[config.mk]
export PLATFORM = sky130hd
export DESIGN_NAME = mem_port_arbiter_flat
export DESIGN_NICKNAME = d
export VERILOG_FILES = /design/src/rtl/bean_pkg.sv /design/src/rtl/mem_port_arbiter_if.sv /design/src/rtl/mem_port_arbiter_rr_pick2.sv /design/src/rtl/mem_port_arbiter.sv /design/src/flat_wrapper.sv
export SDC_FILE = /design/constraint.sdc
export NUM_CORES = 1
export LEC_CHECK = 0
export BUFFER_PORTS_ARGS = -buffer_cell sky130_fd_sc_hd__clkbuf_2
export CAP_MARGIN = 15
export CORE_MARGIN = 3
export CORE_UTILIZATION = 40
export CTS_CLUSTER_SIZE = 12
export DETAILED_ROUTE_END_ITERATION = 10
export HOLD_SLACK_MARGIN = 0.15
export PLACE_DENSITY = 0.69
export SLEW_MARGIN = 10
export SYNTH_ARGS = -nofsm -noshare
export SYNTH_HDL_FRONTEND = slang
export SYNTH_SLANG_ARGS = --single-unit
[constraint.sdc]
create_clock -name clk -period 4.2 [get_ports clk]
set_input_delay 0.63 -clock clk [delete_from_list [all_inputs] [get_ports clk]]
set_output_delay 0.63 -clock clk [all_outputs]
set_load 0.1 [all_outputs]
[src/rtl/bean_pkg.sv]
// Shared BEAN-1 memory-port types: access-size codes, arbiter states, port ownership.
// Pure declarations, no logic.
package bean_pkg;

    localparam logic [1:0] MODE_BYTE = 2'b00;
    localparam logic [1:0] MODE_HALF = 2'b01;
    localparam logic [1:0] MODE_WORD = 2'b10;

    typedef enum logic [1:0] {
        ARB_IDLE   = 2'd0,
        ARB_ACCESS = 2'd1,
        ARB_DONE   = 2'd2
    } arb_state_e;

    typedef enum logic {
        OWN_IF = 1'b0,
        OWN_LS = 1'b1
    } owner_e;

    // Encoding 11 is handled as a word access everywhere.
    function automatic logic [1:0] norm_mode(input logic [1:0] mode);
        return (mode == 2'b11) ? MODE_WORD : mode;
    endfunction

    function automatic logic misaligned(input logic [1:0] mode, input logic [1:0] addr_lo);
        logic [1:0] m;
        m = norm_mode(mode);
        return ((m == MODE_HALF) && addr_lo[0]) || ((m == MODE_WORD) && (addr_lo != 2'b00));
    endfunction

endpackage

[src/rtl/mem_port_arbiter_if.sv]
// Requester and memory-side signals of the shared BEAN-1 memory port.
// slave = arbiter side, master = requesters plus memory.
interface mem_port_arbiter_if #(
    parameter int ADDR_W = 32,
    parameter int DATA_W = 32
);
    logic              if_req;
    logic [ADDR_W-1:0] if_addr;
    logic [DATA_W-1:0] if_rdata;
    logic              if_done;

    logic              ls_req;
    logic              ls_we;
    logic [1:0]        ls_mode;
    logic [ADDR_W-1:0] ls_addr;
    logic [DATA_W-1:0] ls_wdata;
    logic [DATA_W-1:0] ls_rdata;
    logic              ls_done;
    logic              ls_err;

    logic [ADDR_W-1:0] mem_addrs;
    logic              mem_WE;
    logic [1:0]        mem_MODE;
    logic [DATA_W-1:0] data_mem_WRITE;
    logic [DATA_W-1:0] data_mem_READ;
    logic              busy;

    modport slave (
        input  if_req, if_addr, ls_req, ls_we, ls_mode, ls_addr, ls_wdata, data_mem_READ,
        output if_rdata, if_done, ls_rdata, ls_done, ls_err,
               mem_addrs, mem_WE, mem_MODE, data_mem_WRITE, busy
    );

    modport master (
        output if_req, if_addr, ls_req, ls_we, ls_mode, ls_addr, ls_wdata, data_mem_READ,
        input  if_rdata, if_done, ls_rdata, ls_done, ls_err,
               mem_addrs, mem_WE, mem_MODE, data_mem_WRITE, busy
    );
endinterface

[src/rtl/mem_port_arbiter_rr_pick2.sv]
// Two-way round-robin pick between fetch and load/store requests.
// Latency: combinational.
// Backpressure: none; the loser simply stays pending.
module rr_pick2
    import bean_pkg::*;
(
    input  logic   req_if,
    input  logic   req_ls,
    input  owner_e last_grant,
    output logic   grant,
    output owner_e owner
);

    always_comb begin
        grant = req_if | req_ls;
        owner = OWN_IF;
        if (req_if && req_ls) begin
            owner = (last_grant == OWN_IF) ? OWN_LS : OWN_IF;
        end else if (req_ls) begin
            owner = OWN_LS;
        end
    end

endmodule

[src/rtl/mem_port_arbiter.sv]
// Shares one memory port between fetch and load/store with round-robin arbitration.
// Latency: LATENCY+1 cycles grant-to-done (1 cycle for a misaligned load/store).
// Backpressure: requests are levels held until done; one transfer in flight at a time.
module mem_port_arbiter
    import bean_pkg::*;
#(
    parameter int ADDR_W  = 32,
    parameter int DATA_W  = 32,
    parameter int LATENCY = 2
) (
    input logic              clk,
    input logic              reset,
    mem_port_arbiter_if.slave bus
);

    localparam logic [1:0] S_IDLE   = 2'(ARB_IDLE);
    localparam logic [1:0] S_ACCESS = 2'(ARB_ACCESS);
    localparam logic [1:0] S_DONE   = 2'(ARB_DONE);
    localparam logic [3:0] LAT      = 4'(LATENCY);

    logic [1:0]        state_q;
    logic [3:0]        cnt_q;
    owner_e            last_q;
    owner_e            own_q;
    logic              we_q;
    logic              err_q;
    logic [ADDR_W-1:0] addr_q;
    logic [1:0]        mode_q;
    logic [DATA_W-1:0] wdata_q;
    logic [DATA_W-1:0] if_rdata_q;
    logic [DATA_W-1:0] ls_rdata_q;

    logic   pick_vld;
    owner_e pick_own;
    logic   ls_mis;

    rr_pick2 u_pick (
        .req_if     (bus.if_req),
        .req_ls     (bus.ls_req),
        .last_grant (last_q),
        .grant      (pick_vld),
        .owner      (pick_own)
    );

    assign ls_mis = misaligned(bus.ls_mode, bus.ls_addr[1:0]);

    always_ff @(posedge clk or negedge reset) begin
        if (!reset) begin
            state_q    <= S_IDLE;
            cnt_q      <= '0;
            last_q     <= OWN_IF;
            own_q      <= OWN_IF;
            we_q       <= 1'b0;
            err_q      <= 1'b0;
            addr_q     <= '0;
            mode_q     <= MODE_WORD;
            wdata_q    <= '0;
            if_rdata_q <= '0;
            ls_rdata_q <= '0;
        end else begin
            case (state_q)
                S_IDLE: begin
                    if (pick_vld) begin
                        last_q <= pick_own;
                        own_q  <= pick_own;
                        if (pick_own == OWN_IF) begin
                            addr_q  <= bus.if_addr;
                            mode_q  <= MODE_WORD;
                            we_q    <= 1'b0;
                            err_q   <= 1'b0;
                            cnt_q   <= LAT;
                            state_q <= S_ACCESS;
                        end else begin
                            addr_q  <= bus.ls_addr;
                            mode_q  <= norm_mode(bus.ls_mode);
                            we_q    <= bus.ls_we;
                            wdata_q <= bus.ls_wdata;
                            err_q   <= ls_mis;
                            // Misaligned accesses never touch memory.
                            if (ls_mis) begin
                                state_q <= S_DONE;
                            end else begin
                                cnt_q   <= LAT;
                                state_q <= S_ACCESS;
                            end
                        end
                    end
                end
                S_ACCESS: begin
                    if (cnt_q == 4'd1) begin
                        cnt_q   <= '0;
                        state_q <= S_DONE;
                        if (own_q == OWN_IF) begin
                            if_rdata_q <= bus.data_mem_READ;
                        end else begin
                            ls_rdata_q <= bus.data_mem_READ;
                        end
                    end else begin
                        cnt_q <= cnt_q - 4'd1;
                    end
                end
                S_DONE:  state_q <= S_IDLE;
                default: state_q <= S_IDLE;
            endcase
        end
    end

    // Strobe is decoded from flops only, so it also drops with the async reset.
    assign bus.mem_WE         = (state_q == S_ACCESS) && (cnt_q == 4'd1) && we_q && (own_q == OWN_LS);
    assign bus.mem_addrs      = addr_q;
    assign bus.mem_MODE       = mode_q;
    assign bus.data_mem_WRITE = wdata_q;
    assign bus.if_rdata       = if_rdata_q;
    assign bus.ls_rdata       = ls_rdata_q;
    assign bus.if_done        = (state_q == S_DONE) && (own_q == OWN_IF);
    assign bus.ls_done        = (state_q == S_DONE) && (own_q == OWN_LS);
    assign bus.ls_err         = (state_q == S_DONE) && (own_q == OWN_LS) && err_q;
    assign bus.busy           = (state_q != S_IDLE);

endmodule

[src/flat_wrapper.sv]
// flat-port wrapper written by rule: the top's interface ports become plain ports
module mem_port_arbiter_flat import bean_pkg::*;
#(
    parameter int ADDR_W  = 32,
    parameter int DATA_W  = 32,
    parameter int LATENCY = 2
)
  (clk, reset, bus_if_req, bus_if_addr, bus_ls_req, bus_ls_we, bus_ls_mode, bus_ls_addr, bus_ls_wdata, bus_data_mem_READ, bus_if_rdata, bus_if_done, bus_ls_rdata, bus_ls_done, bus_ls_err, bus_mem_addrs, bus_mem_WE, bus_mem_MODE, bus_data_mem_WRITE, bus_busy);
  mem_port_arbiter_if #(.ADDR_W(ADDR_W), .DATA_W(DATA_W)) bus_i ();
  input logic clk;
  input logic reset;
  input wire logic [$bits(bus_i.if_req)-1:0] bus_if_req;
  input wire logic [$bits(bus_i.if_addr)-1:0] bus_if_addr;
  input wire logic [$bits(bus_i.ls_req)-1:0] bus_ls_req;
  input wire logic [$bits(bus_i.ls_we)-1:0] bus_ls_we;
  input wire logic [$bits(bus_i.ls_mode)-1:0] bus_ls_mode;
  input wire logic [$bits(bus_i.ls_addr)-1:0] bus_ls_addr;
  input wire logic [$bits(bus_i.ls_wdata)-1:0] bus_ls_wdata;
  input wire logic [$bits(bus_i.data_mem_READ)-1:0] bus_data_mem_READ;
  output wire logic [$bits(bus_i.if_rdata)-1:0] bus_if_rdata;
  output wire logic [$bits(bus_i.if_done)-1:0] bus_if_done;
  output wire logic [$bits(bus_i.ls_rdata)-1:0] bus_ls_rdata;
  output wire logic [$bits(bus_i.ls_done)-1:0] bus_ls_done;
  output wire logic [$bits(bus_i.ls_err)-1:0] bus_ls_err;
  output wire logic [$bits(bus_i.mem_addrs)-1:0] bus_mem_addrs;
  output wire logic [$bits(bus_i.mem_WE)-1:0] bus_mem_WE;
  output wire logic [$bits(bus_i.mem_MODE)-1:0] bus_mem_MODE;
  output wire logic [$bits(bus_i.data_mem_WRITE)-1:0] bus_data_mem_WRITE;
  output wire logic [$bits(bus_i.busy)-1:0] bus_busy;
  assign bus_i.if_req = bus_if_req;
  assign bus_i.if_addr = bus_if_addr;
  assign bus_i.ls_req = bus_ls_req;
  assign bus_i.ls_we = bus_ls_we;
  assign bus_i.ls_mode = bus_ls_mode;
  assign bus_i.ls_addr = bus_ls_addr;
  assign bus_i.ls_wdata = bus_ls_wdata;
  assign bus_i.data_mem_READ = bus_data_mem_READ;
  assign bus_if_rdata = bus_i.if_rdata;
  assign bus_if_done = bus_i.if_done;
  assign bus_ls_rdata = bus_i.ls_rdata;
  assign bus_ls_done = bus_i.ls_done;
  assign bus_ls_err = bus_i.ls_err;
  assign bus_mem_addrs = bus_i.mem_addrs;
  assign bus_mem_WE = bus_i.mem_WE;
  assign bus_mem_MODE = bus_i.mem_MODE;
  assign bus_data_mem_WRITE = bus_i.data_mem_WRITE;
  assign bus_busy = bus_i.busy;
  mem_port_arbiter #(.ADDR_W(ADDR_W), .DATA_W(DATA_W), .LATENCY(LATENCY)) u_core (.clk(clk), .reset(reset), .bus(bus_i));
endmodule
==> run_results.csv, run 1 <==
group,metric,value,unit
status,status,"finished clean",
setup_path,cp.required,3570,ps
clock_network,ctsResizeCount,0,
clock_network,clock_path_buffers,2,
global_route,grt_max_degree,103,
placement,dp_hpwl,10.35,mm
logic_synthesis,synth_cell_types,31,
sta,fmax,0.3478,GHz
global_route,grtUsageMet3,0.05995,
clock_network,insertion_delay,410,ps
logic_synthesis,synthesis.area,5572,um2
clock_network,ctsHoldBuffers,0,
floorplan,core-area,13450,um2
floorplan,fp-row-count,42,
setup_path,path_cells,"inv_1 -> ha_1 -> nand2b_1 -> nor3_1 -> nand2_1 -> buf_4 -> nor2_1 -> clkbuf_2",
finish,fillers,1144,
finish,syn2layout_area_growth,38.87,%
sta,min_period_over_period,0.6845,
logic_synthesis,ys.flop_type,"dfrtp_1",
setup_path,arrival,2250,ps
logic_synthesis,synth_fa_ha_area_frac,0.004491,
job,maxCapViolations,0,
setup_path,reg2reg_slack,1800,ps
setup_path,cp_max_fo,33,
floorplan,ios,270,
clock_network,htreeDepth,4,
placement,numPortBuffers,269,
finish,final_nets,813,
logic_synthesis,yosysTopAreaCell,"dfrtp_1",
setup_path,r2r_cells,6,
logic_synthesis,netlist_instances,402,
sta,finClkSkew,6.611,ps
logic_synthesis,yosys.area.top_type_share,0.6198,
routing,antenna_left,0,
clock_network,clk_pin_slew,50,ps
clock_network,cts_buffers,17,
logic_synthesis,ys_top_cells_by_area,"dfrtp_1 62%, mux2_2 13%, mux2_1 6.1%",
sta,grt_setup_unrepaired,"false",
sta,worst_pin_slew,971.9,ps
global_route,track_usage,0.1753,
sta,hold_ws,332.2,ps
global_route,grt_util_met2,0.2917,
routing,wl,13.72,mm
sta,relSlewSlack,0.3505,
routing,detail_route.wl_per_cell,15.86,um
logic_synthesis,ys_ff_latch,139,
clock_network,clock-sinks,139,
floorplan,initial_core_util,0.4142,
floorplan,dieArea,15380,um2
logic_synthesis,ys_warn_count,0,
finish,antenna_cells,0,
setup_path,startpoint_type,"flop",
setup_path,worstSetupEndpointType,"primary output",
logic_synthesis,async_flop_share,1.000,
global_route,overflow,0,
logic_synthesis,synth_compound_area_frac,0.04402,
sta,hold_viol_final,0,
logic_synthesis,seq_area_frac_synth,0.6245,
finish,final_cell_mix,"268 x clkbuf_2, 138 x dfrtp_1, 66 x mux2_2",
routing,first_iter_violations,178,
logic_synthesis,synth_mux_area_frac,0.2515,
sta,finalMaxSlewViolations,0,
min_path,hold_class,"in2async",
sta,setup_viol,0,
routing,num_vias,4122,
global_route,grt_pass1_vias,4196,
setup_path,slowest_stage,"clkbuf_2",
setup_path,criticalPathCategory,"reg2out",
routing,drc,0,
global_route,grt-busiest-layer,"met2",
floorplan,die_y,124.0,um
finish,drive_above_1_share,0.5472,
setup_path,critPathMaxStageDelay,470,ps
placement,gp_congestion,0.8096,
sta,period_minus_slack,2875,ps
global_route,grt_use_met1,0.2109,
setup_path,r2r-end,"u_core.bus.if_rdata[8]$_DFFE_PN0P_",
floorplan,die_w,124.0,um
routing,drt-vias-per-instance,4.765,
clock_network,cts_tree,"built",
finish,final_common_cell,"clkbuf_2",
routing,first_pass_iters,4,
logic_synthesis,synth_edf_count,0,
logic_synthesis,synth_top_family_by_area,"multiplexers",
clock_network,post-cts-setup-buffers,0,
global_route,grt_pass1_wl,20.57,mm
logic_synthesis,syn_nets,539,
logic_synthesis,yosys.area_share.simple,0.05120,
global_route,antenna_found_initial,0,
logic_synthesis,syn_avg_cell_area,13.86,um2
logic_synthesis,synth_xor_area_frac,0.001572,
setup_path,worstReg2RegStart,"u_core.cnt_q[1]$_DFFE_PN0P_",
sta,fin_setup_tns,0,ps
clock_network,clockRootBuffer,"clkbuf_16",
critical path: cells and delay by family (launching register included):
kind                       cells  cell delay (ps)
adders and majority gates      1              140
buffers and inverters          3              830
DFF                            1              400
and+or+nand+nor                4              460
layout make-up:
type	count	area, um2	area share
inverter	4	15.01	0.001940
timing repair buffer	275	1398	0.1806
tap	176	220.2	0.02846
multi-input combinational	239	1988	0.2570
clock buffer	22	474.2	0.06129
sequential	139	3480	0.4497
clock inverter	10	162.7	0.02102
logic make-up (layout without fill, tap and decap cells):
group | after synthesis | after routing
AND/OR/NAND/NOR | 63 | 63
XOR/XNOR | 1 | 1
adder cells (fa/ha/maj) | 2 | 2
buffers and inverters | 24 | 311
flip-flops | 139 | 139
AO/OA/AOI/OAI | 45 | 45
multiplexers | 128 | 128
stage by stage:
stage / instance area, um2 / cells / setup slack (ps) / util
6_report: 7737 / 865 / 1325 / 0.5751
3_5_place_dp: 7101 / 833 / 1749 / 0.5278
2_1_floorplan: 5572 / 402 / 913.5 / -
3_3_place_gp: 7101 / 833 / 1802 / 0.5278
4_1_cts: 7737 / 865 / 1302 / 0.5751
5_1_grt: 7737 / 865 / 1231 / 0.5751
worst max path at each step:
stage	startpoint	end	slack [ps]	cells after the start
floorplan	u_core.last_q$_DFFE_PN0P_	bus_if_done	910	1
global placement	u_core.cnt_q[1]$_DFFE_PN0P_	bus_mem_WE	1800	8
detailed placement	u_core.cnt_q[1]$_DFFE_PN0P_	bus_mem_WE	1750	8
CTS	u_core.cnt_q[1]$_DFFE_PN0P_	bus_mem_WE	1300	8
global route	u_core.cnt_q[1]$_DFFE_PN0P_	bus_mem_WE	1230	8
finish	u_core.cnt_q[1]$_DFFE_PN0P_	bus_mem_WE	1320	8
flip-flops by register name (all words and copies together) (netlist names):
register and cells:
u_core.last_q 1, u_core.bus.if_rdata 32, u_core.we_q 1, u_core.state_q 2, u_core.err_q 1, u_core.bus.ls_rdata 32, u_core.bus.mem_MODE 2, u_core.bus.mem_addrs 32
u_core.bus.data_mem_WRITE 32, u_core.cnt_q 4
synth_stat cells, types with 2 or more instances:
master,number
mux2_2,66
buf_6,3
nor2_1,6
mux2i_1,32
mux2_1,30
dfrtp_1,138
o211ai_1,2
inv_1,4
nor3_1,3
buf_2,11
nor3b_1,3
o22ai_1,2
clkbuf_1,6
ha_1,2
nand2_1,43
o21ai_0,36
metal layers:
| layer | vias up | share of wire |
|---|---|---|
| met3 | 15 | 0.095 |
| met1 | 1966 | 0.40 |
| li1 | 1955 | - |
| met4 | 0 | 0.015 |
| met5 | - | 0 |
| met2 | 186 | 0.49 |
Power of run 1 is left out: the tool's default activity adds up to more than one toggle a clock period on the data nets, which glitch-free logic cannot reach.
==> inputs of run 2 (changes only) <==
ABC_AREA = 1   (was not set)
PLACE_DENSITY = 0.71   (was 0.69)
clock period = 2.36 ns   (was 4.2 ns; I/O delays follow)
==> run_results.csv, run 2 <==
group,metric,value,unit
status,status,"finished clean",
routing,first_pass_iters,4,
logic_synthesis,synth_cell_types,26,
sta,setup_slack,91.58,ps
finish,final_nets,1049,
routing,num_vias,5249,
sta,period_minus_slack,2268,ps
clock_network,htreeDepth,4,
sta,relSlewSlack,0.2962,
floorplan,ios,270,
finish,drive_above_1_share,0.3535,
logic_synthesis,yosys.area.top_type_share,0.6062,
global_route,overflow,0,
setup_path,startpoint_type,"flop",
global_route,grt_max_degree,65,
setup_path,cp_max_fo,4,
logic_synthesis,syn_nets,768,
sta,finalMaxSlewViolations,0,
placement,place_ws,478.7,ps
logic_synthesis,seq_area_frac_synth,0.6108,
routing,antenna_left,0,
clock_network,clock_path_buffers,2,
routing,wl,16.33,mm
placement,dpl_cell_area,7224,um2
clock_network,cts_tree,"built",
setup_path,worstSetupEndpointType,"primary output",
logic_synthesis,synthTopCellsByCount,"177 x nand2_1, 138 x dfrtp_1, 69 x o21ai_1, 64 x o21ai_0, 46 x inv_1",
clock_network,clk_pin_slew,60,ps
global_route,grt_pass1_vias,5234,
clock_network,cts_buffers,17,
floorplan,dieArea,15710,um2
sta,hold_ws,171.1,ps
finish,antenna_cells,0,
clock_network,clockRootBuffer,"clkbuf_16",
finish,final_common_cell,"clkbuf_2",
placement,dp_hpwl,11.46,mm
setup_path,cp.required,2010,ps
global_route,grt_pass1_wl,26.81,mm
sta,grt_setup_unrepaired,"false",
setup_path,arrival,1910,ps
logic_synthesis,synth.most_common_cell,"nand2_1",
routing,drt-vias-per-instance,4.767,
logic_synthesis,synthesis.area,5697,um2
clock_network,post-cts-setup-buffers,0,
placement,gp_congestion,0.8307,
floorplan,die_w,125.3,um
logic_synthesis,yosysTopAreaCell,"dfrtp_1",
sta,hold_viol_final,0,
logic_synthesis,ys.flop_type,"dfrtp_1",
finish,finish.utilization,0.5959,
job,maxCapViolations,0,
clock_network,insertion_delay,410,ps
logic_synthesis,ys_ff_latch,139,
finish,fillers,1198,
sta,worst_pin_slew,1055,ps
logic_synthesis,netlist_instances,631,
logic_synthesis,syn_avg_cell_area,9.028,um2
min_path,hold_class,"in2reg",
global_route,track_usage,0.2123,
finish,syn2layout_area_growth,41.82,%
finish,final_area,8079,um2
finish,final_cell_mix,"267 x clkbuf_2, 177 x nand2_1, 138 x dfrtp_1",
clock_network,clock-sinks,139,
placement,numPortBuffers,269,
logic_synthesis,ys_top_cells_by_area,"dfrtp_1 61%, nand2_1 12%, o21ai_1 6.1%",
sta,fmax,0.4408,GHz
sta,min_period_over_period,0.9612,
logic_synthesis,ys_warn_count,0,
routing,first_iter_violations,286,
logic_synthesis,async_flop_share,1.000,
sta,finClkSkew,6.150,ps
floorplan,initial_core_util,0.4202,
routing,drc,0,
routing,detail_route.wl_per_cell,14.83,um
logic_synthesis,synth_edf_count,0,
floorplan,die_y,125.3,um
floorplan,core-area,13560,um2
global_route,antenna_found_initial,0,
floorplan,fp-row-count,42,
sta,setup_viol,0,
setup_path,criticalPathCategory,"reg2out",
-- run 2: cell types whose count changed in the layout (fill, tap and decap cells not counted), moves of 4 or more --
cell	before	now
buf_12	0	4
dlygate4sd3_1	0	18
inv_1	4	45
mux2_1	30	0
mux2_2	66	0
mux2i_1	32	0
nand2_1	43	177
nand3_1	1	43
nor2_1	6	38
o21ai_0	36	64
o21ai_1	0	69
-- run 2: through the flow --
stage / std cells / TNS [ps]
floorplan: 631 / -278.4
finish: 1101 / 0
global route: 1101 / 0
CTS: 1101 / 0
global placement: 1051 / 0
detailed placement: 1051 / 0
-- run 2: final timing paths --
check	startpoint	slack, ps	end	cells after the start
max	u_core.last_q$_DFFE_PN0P_	90	bus_ls_err	3
min	bus_data_mem_READ[10]	170	u_core.bus.ls_rdata[10]$_DFFE_PN0P_	3
max reg2reg	u_core.last_q$_DFFE_PN0P_	560	u_core.bus.mem_addrs[23]$_DFFE_PN0P_	4
min reg2reg	u_core.bus.data_mem_WRITE[25]$_DFFE_PN0P_	470	u_core.bus.data_mem_WRITE[25]$_DFFE_PN0P_	2
max in group asynchronous	reset	1240	u_core.bus.mem_MODE[1]$_DFFE_PN1P_	3
min in group asynchronous	reset	460	u_core.bus.data_mem_WRITE[25]$_DFFE_PN0P_	2
-- run 2: what timing repair did --
item	in CTS	in global routing
hold endpoints to repair	66	0
setup endpoints to repair	1	1
hold buffers	18	0
gates resized for setup	1	1
cloned	0	0
-- run 2: final cells by class --
type / count / area, um2 / area share
well taps: 176 / 220.2 / 0.02726
flip-flops and latches: 139 / 3480 / 0.4307
clock inverters: 13 / 214.0 / 0.02648
clock buffers: 19 / 452.9 / 0.05606
repair buffers: 298 / 1668 / 0.2064
inverters: 49 / 186.4 / 0.02308
multi-input cells: 407 / 1858 / 0.2300
-- run 2: cell families after synthesis --
logic type / after synthesis / share of synthesized area
buf+inv: 85 / 0.06897
xor+xnor: 1 / 0.001538
fa+ha+maj: 2 / 0.004392
flops: 139 / 0.6108
compound gates: 135 / 0.1193
simple gates: 269 / 0.1950
-- run 2: worst max-delay path, cell delays in order (launching register included) --
cell	delay (ps)
dfrtp_1	540
inv_1	210
nor4_2	240
clkbuf_2	510
-- run 2: layer usage --
layer  wire length, um  track usage  up-vias
met5                 0            0        -
met4               410      0.09184        0
met3              1061      0.07036       31
met2              8037       0.3376      193
met1              6817       0.2663     2438
li1                  -            -     2587
Power of run 2 is left out for the same reason.
==> inputs of run 3 (changes only) <==
CORE_UTILIZATION = 42   (was 40)
PLACE_DENSITY = 0.74   (was 0.71)
==> run_results.csv, run 3 (synthesis results as in run 2) <==
group,metric,value,unit
setup_path,critPathMaxStageDelay,510,ps
finish,finish.utilization,0.6122,
setup_path,arrival,1860,ps
global_route,grt_pass1_wl,25.33,mm
global_route,track_usage,0.2169,
sta,relSlewSlack,0.6151,
routing,detail_route.wl_per_cell,14.61,um
routing,drc,0,
finish,regArea,3480,um2
finish,fillers,1145,
finish,final_common_cell,"clkbuf_2",
sta,worst_pin_slew,579.8,ps
finish,antenna_cells,0,
routing,first_pass_iters,4,
placement,dp_hpwl,11.55,mm
setup_path,worstSetupEndpointType,"primary output",
setup_path,startpoint_type,"flop",
global_route,antenna_found_initial,0,
sta,finalMaxSlewViolations,0,
finish,drive_above_1_share,0.3592,
sta,setup_slack,150.7,ps
routing,first_iter_violations,249,
clock_network,cts_tree,"built",
finish,final_nets,1040,
floorplan,die_w,122.5,um
status,status,"finished clean",
setup_path,path_cells,"inv_1 -> nor4_2 -> clkbuf_2",
clock_network,insertion_delay,420,ps
sta,min_period_over_period,0.9362,
routing,antenna_left,0,
clock_network,htreeDepth,4,
sta,hold_viol_final,0,
floorplan,core-area,12930,um2
setup_path,criticalPathCategory,"reg2out",
floorplan,ios,270,
routing,drt-vias-per-instance,4.782,
min_path,min_path_cells,3,
placement,placedCellCount,1050,
setup_path,slowest_stage,"clkbuf_2",
finish,final_cells,1088,
setup_path,crit_buf_inv,2,
routing,wl,15.90,mm
placement,place_ws,561.3,ps
global_route,grt_max_degree,82,
setup_path,cp.depth,3,
sta,grt_setup_unrepaired,"false",
clock_network,clockRootBuffer,"clkbuf_16",
setup_path,r2r_cells,6,
finish,final_cell_mix,"267 x clkbuf_2, 177 x nand2_1, 138 x dfrtp_1",
sta,setup_viol,0,
job,maxCapViolations,0,
sta,hold_ws,160.2,ps
global_route,overflow,0,
sta,fmax,0.4526,GHz
global_route,grt_pass1_vias,5064,
routing,num_vias,5203,
finish,multi_input_area,1851,um2
placement,gp_congestion,0.8668,
sta,finClkSkew,8.050,ps
floorplan,fp-row-count,41,
placement,numPortBuffers,269,
setup_path,cp_top_family,"buffers and inverters",
clock_network,clk_pin_slew,60,ps
floorplan,initial_core_util,0.4407,
clock_network,clock_path_buffers,2,
sta,period_minus_slack,2209,ps
finish,syn2layout_area_growth,38.92,%
setup_path,cp_max_fo,4,
setup_path,cp.required,2010,ps
min_path,hold_class,"in2reg",
floorplan,die_y,122.5,um
clock_network,cts_buffers,17,
clock_network,clock-sinks,139,
floorplan,dieArea,15000,um2
[run 3: cell types whose count changed in the layout (fill, tap and decap cells not counted), sizes merged]
cell         before  now
buf              13   16
bufinv            5    4
clkbuf          286  285
clkinv            5    4
clkinvlp          2    4
dlygate4sd3      18    6
inv              50   51
[run 3: what timing repair did]
action | in CTS | in global routing
endpoints found under the hold margin | 143 | 0
hold buffers | 6 | 0
resized for setup | 0 | 1
endpoints found under the setup margin | 0 | 1
buffers inserted | 0 | 0
[run 3: area by class of cell]
type,instances,area share
Timing Repair Buffer,289,0.1968
Tap cell,172,0.02719
Inverter,49,0.02356
Multi-Input combinational cell,407,0.2338
Clock inverter,14,0.02466
Sequential cell,139,0.4397
Clock buffer,18,0.05423
[run 3: per-stage QoR]
| stage | instance area [um2] | setup TNS [ps] |
|---|---|---|
| 5_1_grt | 7914 | 0 |
| 6_report | 7914 | 0 |
| 2_1_floorplan | 5715 | -278.4 |
| 3_3_place_gp | 7229 | 0 |
| 3_5_place_dp | 7229 | 0 |
| 4_1_cts | 7914 | 0 |
[run 3: worst min-delay path, stage by stage]
cell	delay (ps)
clkbuf_2	70
nand3_1	60
nand2_1	60
[run 3: layer usage]
metal / up-vias / share of wire / GRT usage
li1: 2572 / - / -
met1: 2436 / 0.41 / 0.2708
met2: 176 / 0.50 / 0.3607
met3: 19 / 0.063 / 0.05760
met4: 0 / 0.019 / 0.08467
met5: - / 0 / 0
[run 3: path summary, 6_finish.rpt]
kind | end | slack [ps] | startpoint
max in group asynchronous | u_core.bus.if_rdata[19]$_DFFE_PN0P_ | 1480 | reset
min in group asynchronous | u_core.bus.data_mem_WRITE[0]$_DFFE_PN0P_ | 480 | reset
hold / removal | u_core.bus.data_mem_WRITE[23]$_DFFE_PN0P_ | 160 | bus_ls_wdata[23]
setup reg to reg | u_core.bus.if_rdata[17]$_DFFE_PN0P_ | 620 | u_core.cnt_q[0]$_DFFE_PN0P_
hold reg to reg | u_core.bus.data_mem_WRITE[9]$_DFFE_PN0P_ | 470 | u_core.bus.data_mem_WRITE[9]$_DFFE_PN0P_
setup / recovery | bus_ls_err | 150 | u_core.last_q$_DFFE_PN0P_
Power of run 3 is left out for the same reason.
